### config.mk
export PLATFORM = sky130hd
export DESIGN_NAME = store_narrower
export DESIGN_NICKNAME = d
export VERILOG_FILES = /design/src/rtl/store_narrower.sv
export SDC_FILE = /design/constraint.sdc
export NUM_CORES = 1
export LEC_CHECK = 0
export CORE_AREA = 3 3 112 114
export DETAILED_ROUTE_END_ITERATION = 12
export DIE_AREA = 0 0 115 117
export PLACE_DENSITY = 0.78
export SLEW_MARGIN = 20
export SYNTH_ARGS = -nofsm -noshare
export SYNTH_HDL_FRONTEND = slang
export SYNTH_SLANG_ARGS = --single-unit
### constraint.sdc
create_clock -name clk -period 2.6 [get_ports clk]
set_input_delay 0.52 -clock clk [delete_from_list [all_inputs] [get_ports clk]]
set_output_delay 0.52 -clock clk [all_outputs]
set_load 0.03 [all_outputs]
### src/rtl/store_narrower.sv
// store_narrower: memory-stage store path. Checks store alignment, replicates the
// narrowed data into its byte lanes with byte enables, and issues one word-aligned
// write over a req/ack handshake. A watchdog aborts the write if no ack arrives.
module store_narrower #(
  parameter int unsigned TIMEOUT = 255
) (
  input  logic        clk,
  input  logic        resetN,
  input  logic        reqValid,
  output logic        reqReady,
  input  logic [1:0]  storeOp,
  input  logic [31:0] addr,
  input  logic [31:0] wdata,
  output logic        memReq,
  output logic [31:0] memAddr,
  output logic [31:0] memWdata,
  output logic [3:0]  memByteEn,
  input  logic        memAck,
  output logic        busy,
  output logic        alignErr,
  output logic        timeoutErr,
  output logic [31:0] errAddr
);

  localparam int unsigned CntW = $clog2(TIMEOUT + 1);

  typedef enum logic {
    IDLE = 1'b0,
    REQ  = 1'b1
  } stateT;

  stateT           state;
  stateT           stateNext;
  logic [CntW-1:0] cnt;
  logic [1:0]      reqAddrLo;
  logic            accept;
  logic            legal;
  logic            lastCycle;
  logic [31:0]     laneData;
  logic [3:0]      laneBe;

  assign reqReady = (state == IDLE);
  assign busy     = (state == REQ);

  // Legality check and lane replication of the incoming store.
  always_comb begin
    legal    = 1'b0;
    laneData = wdata;
    laneBe   = 4'b0000;
    case (storeOp)
      2'b00: begin
        legal  = (addr[1:0] == 2'b00);
        laneBe = 4'b1111;
      end
      2'b01: begin
        legal    = ~addr[0];
        laneData = {2{wdata[15:0]}};
        laneBe   = addr[1] ? 4'b1100 : 4'b0011;
      end
      2'b10: begin
        legal    = 1'b1;
        laneData = {4{wdata[7:0]}};
        laneBe   = 4'b0001 << addr[1:0];
      end
      default: begin
        legal = 1'b0;
      end
    endcase
  end

  // Next-state logic; an ack on the final watchdog cycle still completes normally.
  always_comb begin
    stateNext = state;
    accept    = 1'b0;
    lastCycle = (cnt == CntW'(TIMEOUT - 1));
    case (state)
      IDLE: begin
        if (reqValid) begin
          accept = 1'b1;
          if (legal) stateNext = REQ;
        end
      end
      REQ: begin
        if (memAck || lastCycle) stateNext = IDLE;
      end
      default: stateNext = IDLE;
    endcase
  end

  // State register.
  always_ff @(posedge clk or negedge resetN) begin
    if (!resetN) state <= IDLE;
    else         state <= stateNext;
  end

  // Registered memory-side outputs, watchdog counter and error reporting.
  always_ff @(posedge clk or negedge resetN) begin
    if (!resetN) begin
      memReq     <= 1'b0;
      memAddr    <= '0;
      memWdata   <= '0;
      memByteEn  <= '0;
      alignErr   <= 1'b0;
      timeoutErr <= 1'b0;
      errAddr    <= '0;
      cnt        <= '0;
      reqAddrLo  <= '0;
    end else begin
      alignErr   <= 1'b0;
      timeoutErr <= 1'b0;
      case (state)
        IDLE: begin
          if (accept) begin
            if (legal) begin
              memReq    <= 1'b1;
              memAddr   <= {addr[31:2], 2'b00};
              memWdata  <= laneData;
              memByteEn <= laneBe;
              reqAddrLo <= addr[1:0];
              cnt       <= '0;
            end else begin
              alignErr <= 1'b1;
              errAddr  <= addr;
            end
          end
        end
        REQ: begin
          if (memAck) begin
            memReq    <= 1'b0;
            memByteEn <= '0;
            cnt       <= '0;
          end else if (lastCycle) begin
            // Counter is left saturated; the next accept clears it.
            memReq     <= 1'b0;
            memByteEn  <= '0;
            timeoutErr <= 1'b1;
            errAddr    <= {memAddr[31:2], reqAddrLo};
          end else begin
            cnt <= cnt + CntW'(1);
          end
        end
        default: begin
          memReq    <= 1'b0;
          memByteEn <= '0;
        end
      endcase
    end
  end

endmodule

==> tab_implementation.tex, run 1 <==
\begin{tabular}{lr}
\hline
Metric & Value \\
\hline
\multicolumn{2}{l}{\textbf{STA}} \\
\quad Post-route setup TNS & 0 ps \\
\quad \# setup viols final & 0 \\
\quad Final-report hold violation count & 0 \\
\quad Total count of max-transition violations in the final report & 0 \\
\quad Actual transition at the worst max-transition pin & 804 ps \\
\quad Max-slew headroom at the worst pin & 0.464 \\
\quad RSZ-0062 raised after global routing & false \\
\quad Crit path time final & 2520 ps \\
\quad Crit share post-route & 0.969 \\
\quad Post-Route Skew & 8.56 ps \\
\quad Upper clock frequency limit & 397 MHz \\
\multicolumn{2}{l}{\textbf{Status}} \\
\quad Run status & complete, no violations \\
\multicolumn{2}{l}{\textbf{Global route}} \\
\quad GRT Total Usage & 0.207 \\
\quad First-pass GRT wire length & 21.9 mm \\
\quad Number of antenna violations at the first check in global routing & 0 \\
\quad Remaining global-route overflow & 0 \\
\quad Vias in the first global route & 4153 \\
\quad Largest net degree at the start of global routing & 61 \\
\multicolumn{2}{l}{\textbf{Floorplanning}} \\
\quad Die area & 0.0135 mm² \\
\quad I/O pins & 175 \\
\quad FP Rows & 39 \\
\quad Chip width & 115 µm \\
\quad Core outline area & 0.0115 mm² \\
\quad Height of the die & 117 µm \\
\quad Effective utilization at floorplan & 0.457 \\
\multicolumn{2}{l}{\textbf{Power}} \\
\quad Peak VDD IR & 0.000548 V \\
\quad Leakage power figure & 3.27 nW \\
\quad Power density over cell area & 916 mW/mm² \\
\quad Overall power after layout & 6.97 mW \\
\multicolumn{2}{l}{\textbf{Critical path}} \\
\quad Worst Path Required & 2820 ps \\
\quad Data arrival time of the worst path & 2740 ps \\
\quad Class of the most critical setup path & input port to register \\
\quad Worst Path Max Fanout & 13 \\
\quad Critical path startpoint category & input port \\
\quad CP endpoint kind & register \\
\multicolumn{2}{l}{\textbf{Cells and area}} \\
\quad Fraction of final layout cells sized beyond drive strength 1 & 0.250 \\
\quad Antenna fix cells & 0 \\
\quad Layout Cells excl Fill & 754 \\
\quad Nets@finish & 682 \\
\quad Area growth from synthesis to layout & 44.4\% \\
\quad Most frequent standard cell in the layout excluding fill and tap cells & clkdlybuf4s50\_1 \\
\quad Post-route design area & 0.00761 mm² \\
\quad Commonest non-fill, non-tap cells in the layout & clkdlybuf4s50\_1, dfrtp\_1, mux2\_2 \\
\quad Number of inserted filler cells in the final layout & 884 \\
\multicolumn{2}{l}{\textbf{Logic synthesis}} \\
\quad Synth Cell Area & 0.00527 mm² \\
\quad Synth top area share & 0.532 \\
\quad Share of synthesized area occupied by flip-flops and latches & 0.532 \\
\quad Number of synthesized flops with an enable pin & 0 \\
\quad Post-synthesis cell type count & 43 \\
\quad Dominant register cell in the synthesized netlist & dfrtp\_1 \\
\quad Count of warnings emitted by yosys & 0 \\
\quad Syn\_area\_per\_cell & 12.4 µm² \\
\quad Largest area contributor in the netlist & dfrtp\_1 \\
\quad Fraction of registers with async set/reset & 1.00 \\
\quad Number of flip-flops and latches in the synthesized netlist & 112 \\
\quad Cells taking the most area after synthesis & dfrtp\_1, mux2\_2, mux2\_4 \\
\quad Synthesized instance count & 424 \\
\multicolumn{2}{l}{\textbf{Route}} \\
\quad Routed Wire Length & 13.6 mm \\
\quad DR DRC count & 0 \\
\quad Antenna Violating Nets Remaining & 0 \\
\quad Drt wl/cell & 18.1 µm \\
\quad Avg Vias per Cell & 5.35 \\
\quad Number of iterations in the first detailed-routing pass & 4 \\
\quad Total number of vias & 4034 \\
\quad Count of routing violations after the opening detailed-route iteration & 364 \\
\multicolumn{2}{l}{\textbf{Placed design}} \\
\quad Placer's final routability congestion estimate & 0.885 \\
\quad Count of buffers from port buffering & 172 \\
\quad Instance count after placement with tap cells included & 735 \\
\quad DP Area & 0.00726 mm² \\
\quad HPWL Detailed & 9.91 mm \\
\multicolumn{2}{l}{\textbf{Clock tree}} \\
\quad Number of buffers on the longest clock path & 2 \\
\quad TritonCTS sink count & 112 \\
\quad TritonCTS clock tree & built \\
\quad Hold buffers post-CTS & 0 \\
\quad Total CTS buffers & 9 \\
\quad Clock slew seen by the registers of the worst setup and hold paths & 60 ps \\
\quad Latest clock arrival within the worst-skew pair & 340 ps \\
\quad CTS H-tree lvls & 3 \\
\quad CTS root buffer & clkbuf\_16 \\
\multicolumn{2}{l}{\textbf{Flow run}} \\
\quad Max-cap viol count & 0 \\
\multicolumn{2}{l}{\textbf{Hold path}} \\
\quad Type of the most critical hold path & input port to asynchronous set/reset pin \\
\hline
\end{tabular}
==> stage by stage <==
stage | setup slack (ps) | hold WS, ps | utilization
4_1_cts | 53.6 | 286 | 0.656
3_5_place_dp | -296 | 472 | 0.630
2_1_floorplan | 399 | 224 | -
6_report | 81.4 | 270 | 0.661
5_1_grt | 5.76 | 315 | 0.661
3_3_place_gp | -221 | 463 | 0.630
==> sequential cells by signal (all words and copies together) (netlist names) <==
register    count
errAddr        32
memWdata       32
memAddr        30
cnt             8
memByteEn       4
reqAddrLo       2
alignErr        1
busy            1
memReq          1
timeoutErr      1
==> metal layers <==
metal	vias up	wire, µm	GRT usage
met4	0	209	0.0736
met1	1987	5920	0.275
met3	15	1300	0.0653
met5	-	0	0
li1	1857	-	-
met2	175	6220	0.321
==> cell type report <==
class,instances,area [µm²],share of cell area
Timing Repair Buffer,196,1980,0.260
Clock buffer,11,233,0.0306
Tap cell,143,179,0.0235
Inverter,10,37.5,0.00493
Clock inverter,5,63.8,0.00839
Multi-Input combinational cell,277,2310,0.304
Sequential cell,112,2800,0.369
==> where the power goes <==
part	total (mW)	switching [mW]	internal [mW]
Sequential	2.56	0.327	2.23
Combinational	3.03	1.59	1.43
Clock	1.38	0.625	0.757
==> timing repair <==
| item | in CTS | in global routing |
|---|---|---|
| setup endpoints to repair | 0 | 4 |
| resized for setup | 0 | 3 |
| buffers inserted | 0 | 2 |
==> cell usage after synthesis, types with 2 or more instances <==
master,n
a21oi_1,13
a22oi_1,8
and2_1,2
buf_1,5
buf_2,6
buf_4,2
buf_6,3
clkbuf_1,10
dfrtp_1,112
ha_1,6
inv_1,10
mux2_2,74
mux2_4,30
mux2i_1,4
nand2_1,39
nand2b_1,2
nand3_1,7
nor2_1,5
nor2b_1,12
nor3_1,3
o211ai_1,2
o21a_1,2
o21ai_0,47
==> cells by family (layout without fill, tap and decap cells) <==
| family | after synthesis | count (layout) | synth area share |
|---|---|---|---|
| flip-flops | 112 | 112 | 0.532 |
| multiplexers | 108 | 108 | 0.251 |
| AO/OA/AOI/OAI | 85 | 85 | 0.101 |
| AND/OR/NAND/NOR | 76 | 76 | 0.0677 |
| buffers and inverters | 36 | 222 | 0.0328 |
| adder cells (fa/ha/maj) | 6 | 6 | 0.0143 |
| other | 1 | 2 | 0.000712 |
==> critical path, cell delays in order <==
cell and delay (ps):
clkdlybuf4s50_1 510, inv_1 80, ha_1 190, or2_1 260, o211a_4 250, o32ai_4 280, buf_6 150, buf_12 160
mux2_2 340
==> path summary, 6_finish.rpt <==
check	startpoint	end	slack (ps)	cells after the start
worst min register to register	memWdata[18]$_DFFE_PN0P_	memWdata[18]$_DFFE_PN0P_	490	2
worst min-delay path	resetN	cnt[6]$_DFFE_PN0P_	270	1
max in group asynchronous	resetN	memWdata[17]$_DFFE_PN0P_	1620	2
worst max register to register	cnt[0]$_DFFE_PN0P_	errAddr[7]$_DFFE_PN0P_	580	8
min in group clk	memWdata[18]$_DFFE_PN0P_	memWdata[18]$_DFFE_PN0P_	490	2
worst max-delay path	storeOp[1]	errAddr[7]$_DFFE_PN0P_	80	9
(Power assumes the default switching activity.)
==> run 2, diff against run 1 <==
--- a/config.mk
+++ b/config.mk
@@ -5,10 +5,12 @@
 export SDC_FILE = /design/constraint.sdc
 export NUM_CORES = 1
 export LEC_CHECK = 0
-export CORE_AREA = 3 3 112 114
+export CELL_PAD_IN_SITES_DETAIL_PLACEMENT = 0
+export CELL_PAD_IN_SITES_GLOBAL_PLACEMENT = 1
+export CORE_AREA = 3 3 125 127
 export DETAILED_ROUTE_END_ITERATION = 12
-export DIE_AREA = 0 0 115 117
-export PLACE_DENSITY = 0.78
+export DIE_AREA = 0 0 128 130
+export PLACE_DENSITY_LB_ADDON = 0.1
 export SLEW_MARGIN = 20
 export SYNTH_ARGS = -nofsm -noshare
 export SYNTH_HDL_FRONTEND = slang
==> tab_implementation.tex, run 2 (same netlist as run 1, synthesis figures left out) <==
\begin{tabular}{lr}
\hline
Metric & Value \\
\hline
\multicolumn{2}{l}{\textbf{Global route}} \\
\quad Most used routing layer & met2 \\
\quad Number of antenna violations at the first check in global routing & 0 \\
\quad Vias in the first global route & 4067 \\
\quad Largest net degree at the start of global routing & 52 \\
\quad First-pass GRT wire length & 22.2 mm \\
\quad Met2 demand-to-capacity share in global routing & 0.260 \\
\quad GRT Total Usage & 0.171 \\
\quad Global-route track usage on met1 & 0.236 \\
\quad Remaining global-route overflow & 0 \\
\quad GR met3 Demand/Resource & 0.0655 \\
\multicolumn{2}{l}{\textbf{Critical path}} \\
\quad Slowest cell on the critical path & dfrtp\_2 \\
\quad CP endpoint kind & output pin \\
\quad Worst Path Required & 2080 ps \\
\quad Class of the most critical setup path & register to output pin \\
\quad CP max stage delay & 680 ps \\
\quad Critical path startpoint category & register \\
\quad Data arrival time of the worst path & 1820 ps \\
\quad Worst Path Max Fanout & 20 \\
\quad Ordered list of cells on the worst path & inv\_1 > clkdlybuf4s50\_1 \\
\multicolumn{2}{l}{\textbf{Placed design}} \\
\quad Count of buffers from port buffering & 172 \\
\quad Placer's final routability congestion estimate & 0.811 \\
\quad HPWL Detailed & 10.1 mm \\
\quad DP Area & 0.00733 mm² \\
\multicolumn{2}{l}{\textbf{Cells and area}} \\
\quad Post-route design area & 0.00770 mm² \\
\quad Nets@finish & 687 \\
\quad Area growth from synthesis to layout & 46.1\% \\
\quad Largest registers ranked by flip-flop count & errAddr x32, memWdata x32, memAddr x30 \\
\quad Antenna fix cells & 0 \\
\quad Number of inserted filler cells in the final layout & 1292 \\
\quad Fraction of final layout cells sized beyond drive strength 1 & 0.258 \\
\quad Area of the multi-input gates & 0.00231 mm² \\
\quad Commonest non-fill, non-tap cells in the layout & clkdlybuf4s50\_1, dfrtp\_1, mux2\_2 \\
\quad Area used by sequential logic in the layout & 0.00280 mm² \\
\quad Most frequent standard cell in the layout excluding fill and tap cells & clkdlybuf4s50\_1 \\
\multicolumn{2}{l}{\textbf{Power}} \\
\quad Peak VDD IR & 0.000475 V \\
\quad Overall power after layout & 6.91 mW \\
\quad Power density over cell area & 898 mW/mm² \\
\quad Leakage power figure & 3.30 nW \\
\multicolumn{2}{l}{\textbf{Clock tree}} \\
\quad Number of buffers on the longest clock path & 2 \\
\quad CTS root buffer & clkbuf\_16 \\
\quad Latest clock arrival within the worst-skew pair & 350 ps \\
\quad CTS H-tree lvls & 3 \\
\quad Total CTS buffers & 9 \\
\quad Clock slew seen by the registers of the worst setup and hold paths & 80 ps \\
\quad TritonCTS sink count & 112 \\
\quad TritonCTS clock tree & built \\
\multicolumn{2}{l}{\textbf{Floorplanning}} \\
\quad Die area & 0.0166 mm² \\
\quad Effective utilization at floorplan & 0.362 \\
\quad I/O pins & 175 \\
\quad Core outline area & 0.0145 mm² \\
\quad Chip width & 128 µm \\
\quad Height of the die & 130 µm \\
\quad FP Rows & 44 \\
\multicolumn{2}{l}{\textbf{STA}} \\
\quad Actual transition at the worst max-transition pin & 696 ps \\
\quad Post-route setup TNS & 0 ps \\
\quad Crit path time final & 2340 ps \\
\quad Max-slew headroom at the worst pin & 0.536 \\
\quad \# setup viols final & 0 \\
\quad Post-Route Skew & 10.5 ps \\
\quad Upper clock frequency limit & 427 MHz \\
\quad RSZ-0062 raised after global routing & false \\
\quad Final-report hold violation count & 0 \\
\quad Total count of max-transition violations in the final report & 0 \\
\quad Crit share post-route & 0.900 \\
\multicolumn{2}{l}{\textbf{Route}} \\
\quad Drt wl/cell & 17.9 µm \\
\quad Number of iterations in the first detailed-routing pass & 4 \\
\quad Antenna Violating Nets Remaining & 0 \\
\quad Total number of vias & 3864 \\
\quad DR DRC count & 0 \\
\quad Count of routing violations after the opening detailed-route iteration & 216 \\
\quad Avg Vias per Cell & 4.83 \\
\quad Routed Wire Length & 14.3 mm \\
\multicolumn{2}{l}{\textbf{Status}} \\
\quad Run status & complete, no violations \\
\multicolumn{2}{l}{\textbf{Hold path}} \\
\quad Type of the most critical hold path & input port to asynchronous set/reset pin \\
\multicolumn{2}{l}{\textbf{Flow run}} \\
\quad Max-cap viol count & 0 \\
\hline
\end{tabular}
==> run 2: through the flow <==
step	util	worst slack, ps	std cells	hold slack [ps]
2_1_floorplan	-	399	425	224
3_3_place_gp	0.505	-277	779	461
3_5_place_dp	0.505	-295	779	473
4_1_cts	0.524	81.2	795	226
5_1_grt	0.530	153	800	252
6_report	0.530	261	800	201
==> run 2: where the power goes <==
group	internal, mW	total, mW	switching [mW]
Combinational	1.45	3.04	1.59
Sequential	2.23	2.56	0.336
Clock	0.657	1.31	0.657
Total	4.33	6.91	2.58
==> run 2: cell type report <==
class                   count  area share
flip-flops and latches    112       0.364
multi-input cells         277       0.301
repair buffers            201       0.265
well taps                 184      0.0299
clock buffers              10      0.0297
clock inverters             6     0.00585
inverters                  10     0.00488
==> run 2: worst max-delay path, delay by kind of cell, from the launching register on <==
family / cells / cell delay, ps
buf+inv: 2 / 800
flops: 1 / 680
==> run 2: layer usage <==
metal,up-vias,share of wire
li1,1864,-
met1,1873,0.46
met2,122,0.46
met3,5,0.074
met4,0,0.0055
met5,-,0
==> run 2: worst paths after layout <==
| check | start | to | slack [ps] | depth (start not counted) |
|---|---|---|---|---|
| worst max-delay path | busy$_DFF_PN0_ | reqReady | 260 | 2 |
| worst min-delay path | resetN | errAddr[6]$_DFFE_PN0P_ | 200 | 1 |
| worst max register to register | cnt[3]$_DFFE_PN0P_ | errAddr[15]$_DFFE_PN0P_ | 580 | 6 |
| worst min register to register | memWdata[24]$_DFFE_PN0P_ | memWdata[24]$_DFFE_PN0P_ | 480 | 2 |
| max in group asynchronous | resetN | memAddr[26]$_DFFE_PN0P_ | 1710 | 2 |
| min in group clk | memWdata[24]$_DFFE_PN0P_ | memWdata[24]$_DFFE_PN0P_ | 480 | 2 |
==> run 2: timing repair <==
| action | 4_1_cts | 5_1_grt |
|---|---|---|
| resized for setup | 0 | 4 |
| setup buffers | 0 | 2 |
| endpoints found under the setup margin | 0 | 3 |
| endpoints found under the hold margin | 0 | 0 |
| hold buffers | 0 | 0 |
